### src/rtl/vx_gpu_pkg.sv
// Shared LSU block-scheduler widths, defaults and request record.
// The scheduler and its per-block sub-module both import this package.
package vx_gpu_pkg;

   localparam int LSU_SCHED_ISSUE_WIDTH = 4;
   localparam int LSU_SCHED_NUM_BLOCKS  = 2;
   localparam int LSU_SCHED_NUM_WARPS   = 16;
   localparam int LSU_SCHED_MAX_PENDING = 4;
   localparam int LSU_SCHED_DATA_W      = 64;

   // Slot index width inside one block; never narrower than one bit.
   function automatic int lsu_sched_slot_w(input int iw, input int nb);
      return ($clog2(iw / nb) < 1) ? 1 : $clog2(iw / nb);
   endfunction

   localparam int LSU_SCHED_WID_W  = $clog2(LSU_SCHED_NUM_WARPS);
   localparam int LSU_SCHED_SLOT_W = lsu_sched_slot_w(LSU_SCHED_ISSUE_WIDTH, LSU_SCHED_NUM_BLOCKS);
   localparam int LSU_SCHED_CNT_W  = $clog2(LSU_SCHED_MAX_PENDING + 1);

   typedef struct packed {
      logic [LSU_SCHED_DATA_W-1:0] data;
      logic [LSU_SCHED_WID_W-1:0]  wid;
      logic                        is_amo;
      logic [LSU_SCHED_SLOT_W-1:0] slot;
   } lsu_sched_req_t;

endpackage

### src/rtl/vx_lsu_sched_block.sv
// One LSU block: round-robin pick among its slots, credit counter and a
// single output register. Handshake: a transfer happens when valid && ready.
module vx_lsu_sched_block
   import vx_gpu_pkg::*;
#(
   parameter int NUM_REQS    = LSU_SCHED_ISSUE_WIDTH / LSU_SCHED_NUM_BLOCKS,
   parameter int DATA_W      = LSU_SCHED_DATA_W,
   parameter int WID_W       = LSU_SCHED_WID_W,
   parameter int SLOT_W      = LSU_SCHED_SLOT_W,
   parameter int MAX_PENDING = LSU_SCHED_MAX_PENDING,
   parameter int CNT_W       = LSU_SCHED_CNT_W
) (
   input  logic                       clk,
   input  logic                       reset,
   input  logic [NUM_REQS-1:0]        req_valid,
   input  logic [NUM_REQS*DATA_W-1:0] req_data,
   input  logic [NUM_REQS*WID_W-1:0]  req_wid,
   input  logic [NUM_REQS-1:0]        req_is_amo,
   output logic [NUM_REQS-1:0]        req_ready,
   output logic                       out_valid,
   output logic [DATA_W-1:0]          out_data,
   output logic [WID_W-1:0]           out_wid,
   output logic                       out_is_amo,
   output logic [SLOT_W-1:0]          out_slot,
   input  logic                       out_ready,
   input  logic                       rsp_valid,
   output logic                       pending
);

   logic              out_valid_q, out_valid_d;
   logic [DATA_W-1:0] out_data_q, out_data_d;
   logic [WID_W-1:0]  out_wid_q, out_wid_d;
   logic              out_is_amo_q, out_is_amo_d;
   logic [SLOT_W-1:0] out_slot_q, out_slot_d;
   logic [SLOT_W-1:0] ptr_q, ptr_d;
   logic [CNT_W-1:0]  cnt_q, cnt_d;

   logic              found;
   logic              accept;
   logic              rsp_ok;
   logic [SLOT_W-1:0] win;

   always_comb begin
      found = 1'b0;
      win   = '0;
      // First pass covers slots at or after the pointer, second pass wraps.
      for (int i = 0; i < NUM_REQS; i++) begin
         if (!found && req_valid[i] && (SLOT_W'(i) >= ptr_q)) begin
            found = 1'b1;
            win   = SLOT_W'(i);
         end
      end
      for (int i = 0; i < NUM_REQS; i++) begin
         if (!found && req_valid[i]) begin
            found = 1'b1;
            win   = SLOT_W'(i);
         end
      end

      accept = found && (!out_valid_q || out_ready) && (cnt_q < CNT_W'(MAX_PENDING));
      rsp_ok = rsp_valid && (cnt_q != '0);

      req_ready    = '0;
      out_valid_d  = out_valid_q && !out_ready;
      out_data_d   = out_data_q;
      out_wid_d    = out_wid_q;
      out_is_amo_d = out_is_amo_q;
      out_slot_d   = out_slot_q;
      ptr_d        = ptr_q;
      for (int i = 0; i < NUM_REQS; i++) begin
         if (accept && (SLOT_W'(i) == win)) begin
            req_ready[i] = 1'b1;
            out_valid_d  = 1'b1;
            out_data_d   = req_data[i*DATA_W +: DATA_W];
            out_wid_d    = req_wid[i*WID_W +: WID_W];
            out_is_amo_d = req_is_amo[i];
            out_slot_d   = win;
         end
      end
      if (accept) begin
         ptr_d = (win == SLOT_W'(NUM_REQS - 1)) ? '0 : win + 1'b1;
      end

      // A response with no credit outstanding is ignored so the count never wraps.
      cnt_d = cnt_q;
      if (accept && !rsp_ok) begin
         cnt_d = cnt_q + 1'b1;
      end else if (!accept && rsp_ok) begin
         cnt_d = cnt_q - 1'b1;
      end
   end

   always_ff @(posedge clk or negedge reset) begin
      if (!reset) begin
         out_valid_q  <= 1'b0;
         out_data_q   <= '0;
         out_wid_q    <= '0;
         out_is_amo_q <= 1'b0;
         out_slot_q   <= '0;
         ptr_q        <= '0;
         cnt_q        <= '0;
      end else begin
         out_valid_q  <= out_valid_d;
         out_data_q   <= out_data_d;
         out_wid_q    <= out_wid_d;
         out_is_amo_q <= out_is_amo_d;
         out_slot_q   <= out_slot_d;
         ptr_q        <= ptr_d;
         cnt_q        <= cnt_d;
      end
   end

   always @(posedge clk) begin
      if (reset && rsp_valid) begin
         assert (cnt_q != '0);
      end
   end

   assign out_valid  = out_valid_q;
   assign out_data   = out_data_q;
   assign out_wid    = out_wid_q;
   assign out_is_amo = out_is_amo_q;
   assign out_slot   = out_slot_q;
   assign pending    = out_valid_q || (cnt_q != '0);

endmodule

### src/rtl/vx_lsu_block_scheduler.sv
// Fans issue slots out to LSU blocks (slot i -> block i % NUM_BLOCKS) and
// keeps a per-warp fence that holds a warp back while its AMO is in flight.
module vx_lsu_block_scheduler
   import vx_gpu_pkg::*;
#(
   parameter int  ISSUE_WIDTH = LSU_SCHED_ISSUE_WIDTH,
   parameter int  NUM_BLOCKS  = LSU_SCHED_NUM_BLOCKS,
   parameter int  NUM_WARPS   = LSU_SCHED_NUM_WARPS,
   parameter int  MAX_PENDING = LSU_SCHED_MAX_PENDING,
   parameter int  DATA_W      = LSU_SCHED_DATA_W,
   localparam int WID_W       = $clog2(NUM_WARPS),
   localparam int SLOT_W      = lsu_sched_slot_w(ISSUE_WIDTH, NUM_BLOCKS)
) (
   input  logic                          clk,
   input  logic                          reset,
   input  logic [ISSUE_WIDTH-1:0]        in_valid,
   input  logic [ISSUE_WIDTH*DATA_W-1:0] in_data,
   input  logic [ISSUE_WIDTH*WID_W-1:0]  in_wid,
   input  logic [ISSUE_WIDTH-1:0]        in_is_amo,
   output logic [ISSUE_WIDTH-1:0]        in_ready,
   output logic [NUM_BLOCKS-1:0]         out_valid,
   output logic [NUM_BLOCKS*DATA_W-1:0]  out_data,
   output logic [NUM_BLOCKS*WID_W-1:0]   out_wid,
   output logic [NUM_BLOCKS-1:0]         out_is_amo,
   output logic [NUM_BLOCKS*SLOT_W-1:0]  out_slot,
   input  logic [NUM_BLOCKS-1:0]         out_ready,
   input  logic [NUM_BLOCKS-1:0]         rsp_valid,
   input  logic [NUM_BLOCKS-1:0]         rsp_is_amo,
   input  logic [NUM_BLOCKS*WID_W-1:0]   rsp_wid,
   output logic                          busy
);

   localparam int SPB   = ISSUE_WIDTH / NUM_BLOCKS;
   localparam int CNT_W = $clog2(MAX_PENDING + 1);

   logic [NUM_WARPS-1:0]   fence_q, fence_d;
   logic [ISSUE_WIDTH-1:0] slot_eligible;
   logic [NUM_BLOCKS-1:0]  blk_pending;

   // Reset gating keeps in_ready low while reset is held.
   for (genvar s = 0; s < ISSUE_WIDTH; s++) begin : g_slot
      assign slot_eligible[s] = reset && in_valid[s] && !fence_q[in_wid[s*WID_W +: WID_W]];
   end

   for (genvar b = 0; b < NUM_BLOCKS; b++) begin : g_blk
      logic [SPB-1:0]        bv;
      logic [SPB-1:0]        br;
      logic [SPB-1:0]        ba;
      logic [SPB*DATA_W-1:0] bd;
      logic [SPB*WID_W-1:0]  bw;

      for (genvar j = 0; j < SPB; j++) begin : g_map
         localparam int S = j * NUM_BLOCKS + b;
         assign bv[j]                   = slot_eligible[S];
         assign ba[j]                   = in_is_amo[S];
         assign bd[j*DATA_W +: DATA_W]  = in_data[S*DATA_W +: DATA_W];
         assign bw[j*WID_W +: WID_W]    = in_wid[S*WID_W +: WID_W];
         assign in_ready[S]             = br[j];
      end

      vx_lsu_sched_block #(
         .NUM_REQS    (SPB),
         .DATA_W      (DATA_W),
         .WID_W       (WID_W),
         .SLOT_W      (SLOT_W),
         .MAX_PENDING (MAX_PENDING),
         .CNT_W       (CNT_W)
      ) u_block (
         .clk        (clk),
         .reset      (reset),
         .req_valid  (bv),
         .req_data   (bd),
         .req_wid    (bw),
         .req_is_amo (ba),
         .req_ready  (br),
         .out_valid  (out_valid[b]),
         .out_data   (out_data[b*DATA_W +: DATA_W]),
         .out_wid    (out_wid[b*WID_W +: WID_W]),
         .out_is_amo (out_is_amo[b]),
         .out_slot   (out_slot[b*SLOT_W +: SLOT_W]),
         .out_ready  (out_ready[b]),
         .rsp_valid  (rsp_valid[b]),
         .pending    (blk_pending[b])
      );
   end

   // Clears are applied before sets so an AMO accepted in the same cycle wins.
   always_comb begin
      fence_d = fence_q;
      for (int b = 0; b < NUM_BLOCKS; b++) begin
         if (rsp_valid[b] && rsp_is_amo[b]) begin
            fence_d[rsp_wid[b*WID_W +: WID_W]] = 1'b0;
         end
      end
      for (int s = 0; s < ISSUE_WIDTH; s++) begin
         if (in_ready[s] && in_is_amo[s]) begin
            fence_d[in_wid[s*WID_W +: WID_W]] = 1'b1;
         end
      end
   end

   always_ff @(posedge clk or negedge reset) begin
      if (!reset) begin
         fence_q <= '0;
      end else begin
         fence_q <= fence_d;
      end
   end

   always @(posedge clk) begin
      if (reset) begin
         for (int s = 0; s < ISSUE_WIDTH; s++) begin
            if (in_valid[s]) begin
               assert ((int'(in_wid[s*WID_W +: WID_W]) % ISSUE_WIDTH) == s);
            end
         end
      end
   end

   assign busy = |blk_pending;

endmodule
### config.mk
export PLATFORM = sky130hd
export DESIGN_NAME = vx_lsu_block_scheduler
export DESIGN_NICKNAME = d
export VERILOG_FILES = /design/src/rtl/vx_gpu_pkg.sv /design/src/rtl/vx_lsu_sched_block.sv /design/src/rtl/vx_lsu_block_scheduler.sv
export SDC_FILE = /design/constraint.sdc
export NUM_CORES = 1
export LEC_CHECK = 0
export BUFFER_PORTS_ARGS = -buffer_cell sky130_fd_sc_hd__buf_2
export CAP_MARGIN = 10
export CORE_ASPECT_RATIO = 1.25
export CORE_MARGIN = 5
export CORE_UTILIZATION = 30
export DETAILED_ROUTE_END_ITERATION = 16
export HOLD_SLACK_MARGIN = 0.08
export SYNTH_ARGS = -nofsm -noshare
export SYNTH_HDL_FRONTEND = slang
export SYNTH_SLANG_ARGS = --single-unit
export TNS_END_PERCENT = 50
### constraint.sdc
create_clock -name clk -period 3.55 [get_ports clk]
set_clock_uncertainty 0.05 [all_clocks]
set_input_delay 0.8875 -clock clk [delete_from_list [all_inputs] [get_ports clk]]
set_output_delay 0.8875 -clock clk [all_outputs]
set_load 0.02 [all_outputs]
== After elaboration in Yosys (flattened, before gate mapping) ==
Index checks and enable logic that the tools add are counted.
W data, S select, Z words.

* Output and inout port bits: 147
* Input port bits: 296
* Register bits after elaboration: 166

* Bitwise logic cells: 10
* Magnitude comparators: 18
* Muxes and demuxes: 70
* Add/subtract/negate cells: 6
* Reduce and logical (&&, ||, !) cells: 75

{| class="wikitable"
|+ Operators with widths
! cell !! number
|-
| $mux W64 || 4
|-
| $mux W16 || 6
|-
| $or A16 B16 Y16 || 4
|-
| $logic_and A1 B1 Y1 || 46
|-
| $mux W1 || 42
|-
| $and A16 B16 Y16 || 2
|-
| $not A16 Y16 || 2
|-
| $lt A4 B5 Y1 const B || 6
|-
| $demux W1 S4 || 6
|-
| $ge A4 B1 Y1 const B || 6
|-
| $logic_not A1 Y1 || 18
|-
| $bmux W1 S4 || 4
|-
| $mux W4 || 4
|-
| $mux W3 || 4
|-
| $reduce_bool A2 Y1 || 4
|-
| $add A3 B1 Y3 const B || 2
|-
| $lt A3 B3 Y1 const B || 2
|-
| $reduce_bool A3 Y1 || 2
|-
| $sub A3 B1 Y3 const B || 2
|-
| $ge A1 B1 Y1 const A || 4
|-
| $logic_or A1 B1 Y1 || 4
|-
| $add A1 B1 Y1 const B || 2
|-
| $not A1 Y1 || 2
|-
| $reduce_or A2 Y1 || 1
|}

== Logic depth before layout (Yosys ltp) ==
* Depth after elaboration: 28
* Depth in mapped cells: 14
* Mapped depth without buffers: 11

== Hierarchy ==
A second synthesis with hierarchy kept.

* Cell total of the unflattened synthesis: 715
* Area total of the unflattened synthesis: 8943.6 um^2

{| class="wikitable"
|+ By module, submodules not included
! module !! area each (um^2) !! cells an instance !! sequential area each (um^2) !! times used
|-
| vx_lsu_sched_block || 3573.4 || 271 || 1876.8 || 2
|-
| vx_lsu_block_scheduler || 1796.7 || 173 || 400.4 || 1
|}

== Worst setup path after synthesis ==
No wires, ideal clock.

* Path kind: input-to-output
* From: input port in_wid[9]
* To: output port in_ready[0]
* Arrival time: 2.988 ns
* Path buffers: 3
* Path slack: -0.375 ns
* Data required time: 2.612 ns
* Stages on the path: 8
* Cell sequence: buf_2 mux2_2 a221o_1 a211oi_2 o21ai_1 clkbuf_1 buf_2 nor2_1

* Cells in the longest elaborated chain, start to end: 17
* Elaborated cells between the ends (all ways): 21
* Those cells by class: mux (9); bitwise (1); reduce/logical (11)

{| class="wikitable"
|+ RTL lines
! item !! line !! source
|-
| start, declared || vx_lsu_block_scheduler.sv:18 || <nowiki>input logic [ISSUE_WIDTH*WID_W-1:0] in_wid,</nowiki>
|-
| $bmux W1 S4 (*) || vx_lsu_block_scheduler.sv:42 || <nowiki>assign slot_eligible[s] = reset && in_valid[s] && !fence_q[in_wid[s*WID_W +: WID_W]];</nowiki>
|-
| $mux W1 (implied by the code) (*) || vx_lsu_block_scheduler.sv:42 ||
|-
| $logic_not A1 Y1 (*) || vx_lsu_block_scheduler.sv:42 ||
|-
| $logic_and A1 B1 Y1 (*) || vx_lsu_block_scheduler.sv:42 ||
|-
| $logic_and A1 B1 Y1 (2 in series) || vx_lsu_sched_block.sv:48 || <nowiki>if (!found && req_valid[i] && (SLOT_W'(i) >= ptr_q)) begin</nowiki>
|-
| $mux W1 || vx_lsu_sched_block.sv:48 ||
|-
| $logic_not A1 Y1 || vx_lsu_sched_block.sv:54 || <nowiki>if (!found && req_valid[i]) begin</nowiki>
|-
| $logic_and A1 B1 Y1 || vx_lsu_sched_block.sv:54 ||
|-
| $mux W1 || vx_lsu_sched_block.sv:54 ||
|-
| $logic_not A1 Y1 || vx_lsu_sched_block.sv:54 ||
|-
| $logic_and A1 B1 Y1 || vx_lsu_sched_block.sv:54 ||
|-
| $mux W1 || vx_lsu_sched_block.sv:54 ||
|-
| $logic_and A1 B1 Y1 (2 in series) || vx_lsu_sched_block.sv:60 || <nowiki>accept = found && (!out_valid_q || out_ready) && (cnt_q < CNT_W'(MAX_PENDING));</nowiki>
|-
| $logic_and A1 B1 Y1 (*) || vx_lsu_sched_block.sv:71 || <nowiki>if (accept && (SLOT_W'(i) == win)) begin</nowiki>
|-
| $mux W1 (*) || vx_lsu_sched_block.sv:71 ||
|-
| end, declared || vx_lsu_block_scheduler.sv:20 || <nowiki>output logic [ISSUE_WIDTH-1:0] in_ready,</nowiki>
|}

Mark *: on every way between the ends. The rest lies on a longest branch, timed or not. The select of a mux whose other input is x is not followed.

== Final worst setup path ==
* From: input port in_wid[8]
* To: output port in_ready[2]

The elaborated chain is that of the path after synthesis.

==> flow_summary.toml <==
[run_status]
outcome = "finished clean"

[hold_path]
holdCritPathClass = "in2async"

[floorplanning]
core.rowCount = 73
die_height_um = 210
start_util_pct = 30.2
pin_count = 443
core_um2 = 31700
dieArea_um2 = 35600
fp.dieW_um = 170

[setup_path]
cp_max_fo = 4
required_ns = 2.61
rrSetupSlack_ns = 0.54
rr_startpoint = "fence_q[0]"
end_kind = "output pin"
critPathArrivalTime_ns = 2.59
r2r_cells = 11
startpoint_type = "input pin"
crit_type = "in2out"
r2r_end = "g_blk[1].u_block.cnt_q[2]"

[placement]
gp_congestion = 0.936
place_area_um2 = 12600
numPortBuffers = 442
pre_cts_ws_ns = -0.0789
hpwl_um = 27200

[run]
drv_cap = 0

[timing]
hold_ws_ns = 0.374
timing.final.crit_share_pct = 99.4
fin_ws_ns = 0.0210
setup_viol = 0
worst_slew_pin_slew_ns = 0.979
fmax_mhz = 283
min_period_ns = 3.53
hold_violations = 0
fin_setup_tns_ns = 0
rsz0062_at_grt = "true"
maxSlewViolCount = 0
maxSlewHeadroom_pct = 34.7

[global_route]
gr-usage-met3_pct = 5.93
antenna_found_initial = 4
grt_max_degree = 125
gr-max-usage-layer = "met2"
grt_usage_pct = 18.5
grt.overflow.total = 0
gr-usage-met2_pct = 32.5
grt_pass1_wl_um = 51100
groute.layer.met1.usage_pct = 21.0
first_global_vias = 9041

[clock_tree]
tritoncts = "yes"
cts_max_level = 4
clkLatencyLatePin_ns = 0.44
hold_buffers = 0
clock-sinks = 166
cts.clk_slew.worst_paths_ns = 0.07
cts_buffers = 17
cts-root-buf = "clkbuf_16"
clock_path_buffers = 2

[synthesis]
synth_cell_type_count = 76
syn_nets = 1182
netlist_area_um2 = 9580
syn_inst = 882
synth_area_per_cell_um2 = 10.9
synth_seq_cells = 166
ys_warn_count = 0
yosysTopAreaCell = "dfrtp_1"
ys.flop_type = "dfrtp_1"
synth_edf_count = 0
synthDominantCellAreaShare_pct = 43.4
synth.area.top_cells = "dfrtp_1, mux2_2, mux2i_1, mux2_1, nand2_1"
ys_seq_area_share_pct = 43.4
synthArstFlopShare_pct = 100

[routing]
first_iter_violations = 617
viasPerCell = 4.95
wl_per_cell_um = 19.2
detail-route-antenna-nets = 0
drcViolationCount = 0
routed_wl_um = 34100
firstDrtPassIters = 5
vias = 8797

[power_and_ir_drop]
p_per_area_nw_per_um2 = 751
p_leak_nw = 6.67
ir_worst_vdd_mv = 0.391

[layout]
final_area_um2 = 13300
drive_gt1_share_pct = 49.5
finalCoreUtilization_pct = 42.1
fin_nets = 1653
n_fill_cell = 3126
antenna_cells = 0
syn_to_final_growth_pct = 39.3
## cell usage in the layout, fill, tap and decap left out, types with 10 or more instances in the layout
cell type	n
buf_2	437
buf_4	71
clkbuf_16	17
dfrtp_1	165
inv_1	13
mux2_1	57
mux2_2	98
mux2i_1	79
nand2_1	88
nand2b_1	14
nand3_1	20
nand4_1	17
nor2_1	23
nor3_1	10
o21ai_0	59
o21ai_1	20
o221ai_1	11
## per-layer routing
metal  routed length [µm]  up-vias
li1                     -     4180
met1                12600     4058
met2                17000      485
met3                 3630       72
met4                  898        2
met5                    7        -
## per-stage QoR
stage	power (W)	std cells
3_3_place_gp	0.00791	1740
6_report	0.0100	1777
5_1_grt	0.0107	1777
4_1_cts	0.0101	1773
2_1_floorplan	0.00616	882
3_5_place_dp	0.00798	1740
## power breakdown
group,total (W),internal (W),switching [W]
clock,0.00208,0.00131,0.000775
combinational,0.00447,0.00185,0.00262
sequential,0.00347,0.00281,0.000663
total,0.0100,0.00596,0.00406
## worst max-delay path, cell delays in order
cell and delay (ns):
buf_2 0.10, mux4_2 0.49, a2bb2oi_1 0.18, a211oi_4 0.35, buf_4 0.18, o21ai_4 0.05, nor3_2 0.15, buf_4 0.18
## cell usage after synthesis, types with 3 or more instances
cell      count
mux2i_1      80
or3_1         7
buf_2        20
xor2_1        3
nor3_1       11
a222oi_1      3
clkbuf_1     23
o21ai_0      59
and3b_1       5
nand2_1      88
nand3_1      20
nor2_1       25
nand4b_1      6
mux2_1       58
nor3b_1       5
o221ai_1     11
o211ai_1      4
and3_1        6
inv_1        13
nand4_1      17
mux4_2        3
or2_2         3
mux2_2       98
and2_1        7
o21ai_1      22
nand3b_1      3
nand2b_1     14
buf_4        13
a21oi_1       6
buf_6         7
dfrtp_1     166
o32a_1        3
nor2b_1       8
a31oi_1       8
xnor2_1       3
nor4_1        3
## area by class of cell
| cell class | instances | area, µm² | share of cell area [%] |
|---|---|---|---|
| Tap cell | 412 | 515 | 3.86 |
| Multi-Input combinational cell | 638 | 5100 | 38.2 |
| Clock inverter | 10 | 193 | 1.44 |
| Sequential cell | 166 | 4160 | 31.1 |
| Inverter | 14 | 57.6 | 0.431 |
| Clock buffer | 21 | 470 | 3.53 |
| Timing Repair Buffer | 516 | 2850 | 21.4 |
## how the worst max path moves through the flow
stage,from,to,cells after the start
6_report,in_wid[8],in_ready[2],8
5_1_grt,in_wid[1],in_ready[2],7
4_1_cts,in_wid[8],in_ready[2],9
3_5_place_dp,in_wid[9],in_ready[0],8
3_3_place_gp,in_wid[8],in_ready[0],8
2_1_floorplan,in_wid[13],in_ready[3],8
## logic make-up (layout without fill, tap and decap cells)
kind of cell,after synthesis,in the layout,synth area share (%)
XOR/XNOR,6,6,0.549
AND/OR/NAND/NOR,237,237,12.7
flip-flops,166,166,43.4
AO/OA/AOI/OAI,152,152,10.9
adder cells (fa/ha/maj),4,4,0.679
buffers and inverters,78,561,4.38
multiplexers,239,239,27.4
## what timing repair did
item	in CTS	in global routing
resized for setup	2	14
pin swaps	2	11
setup buffers	2	4
endpoints found under the setup margin	2	4
## state kept, by name (all words and copies together), names as in the netlist
signal                    cells
g_blk.u_block.out_valid       2
g_blk.u_block.ptr_q           2
g_blk.u_block.out_wid         8
g_blk.u_block.out_is_amo      2
g_blk.u_block.out_slot        2
g_blk.u_block.cnt_q           6
fence_q                      16
g_blk.u_block.out_data      128
Power figures use the tool's default switching activity.
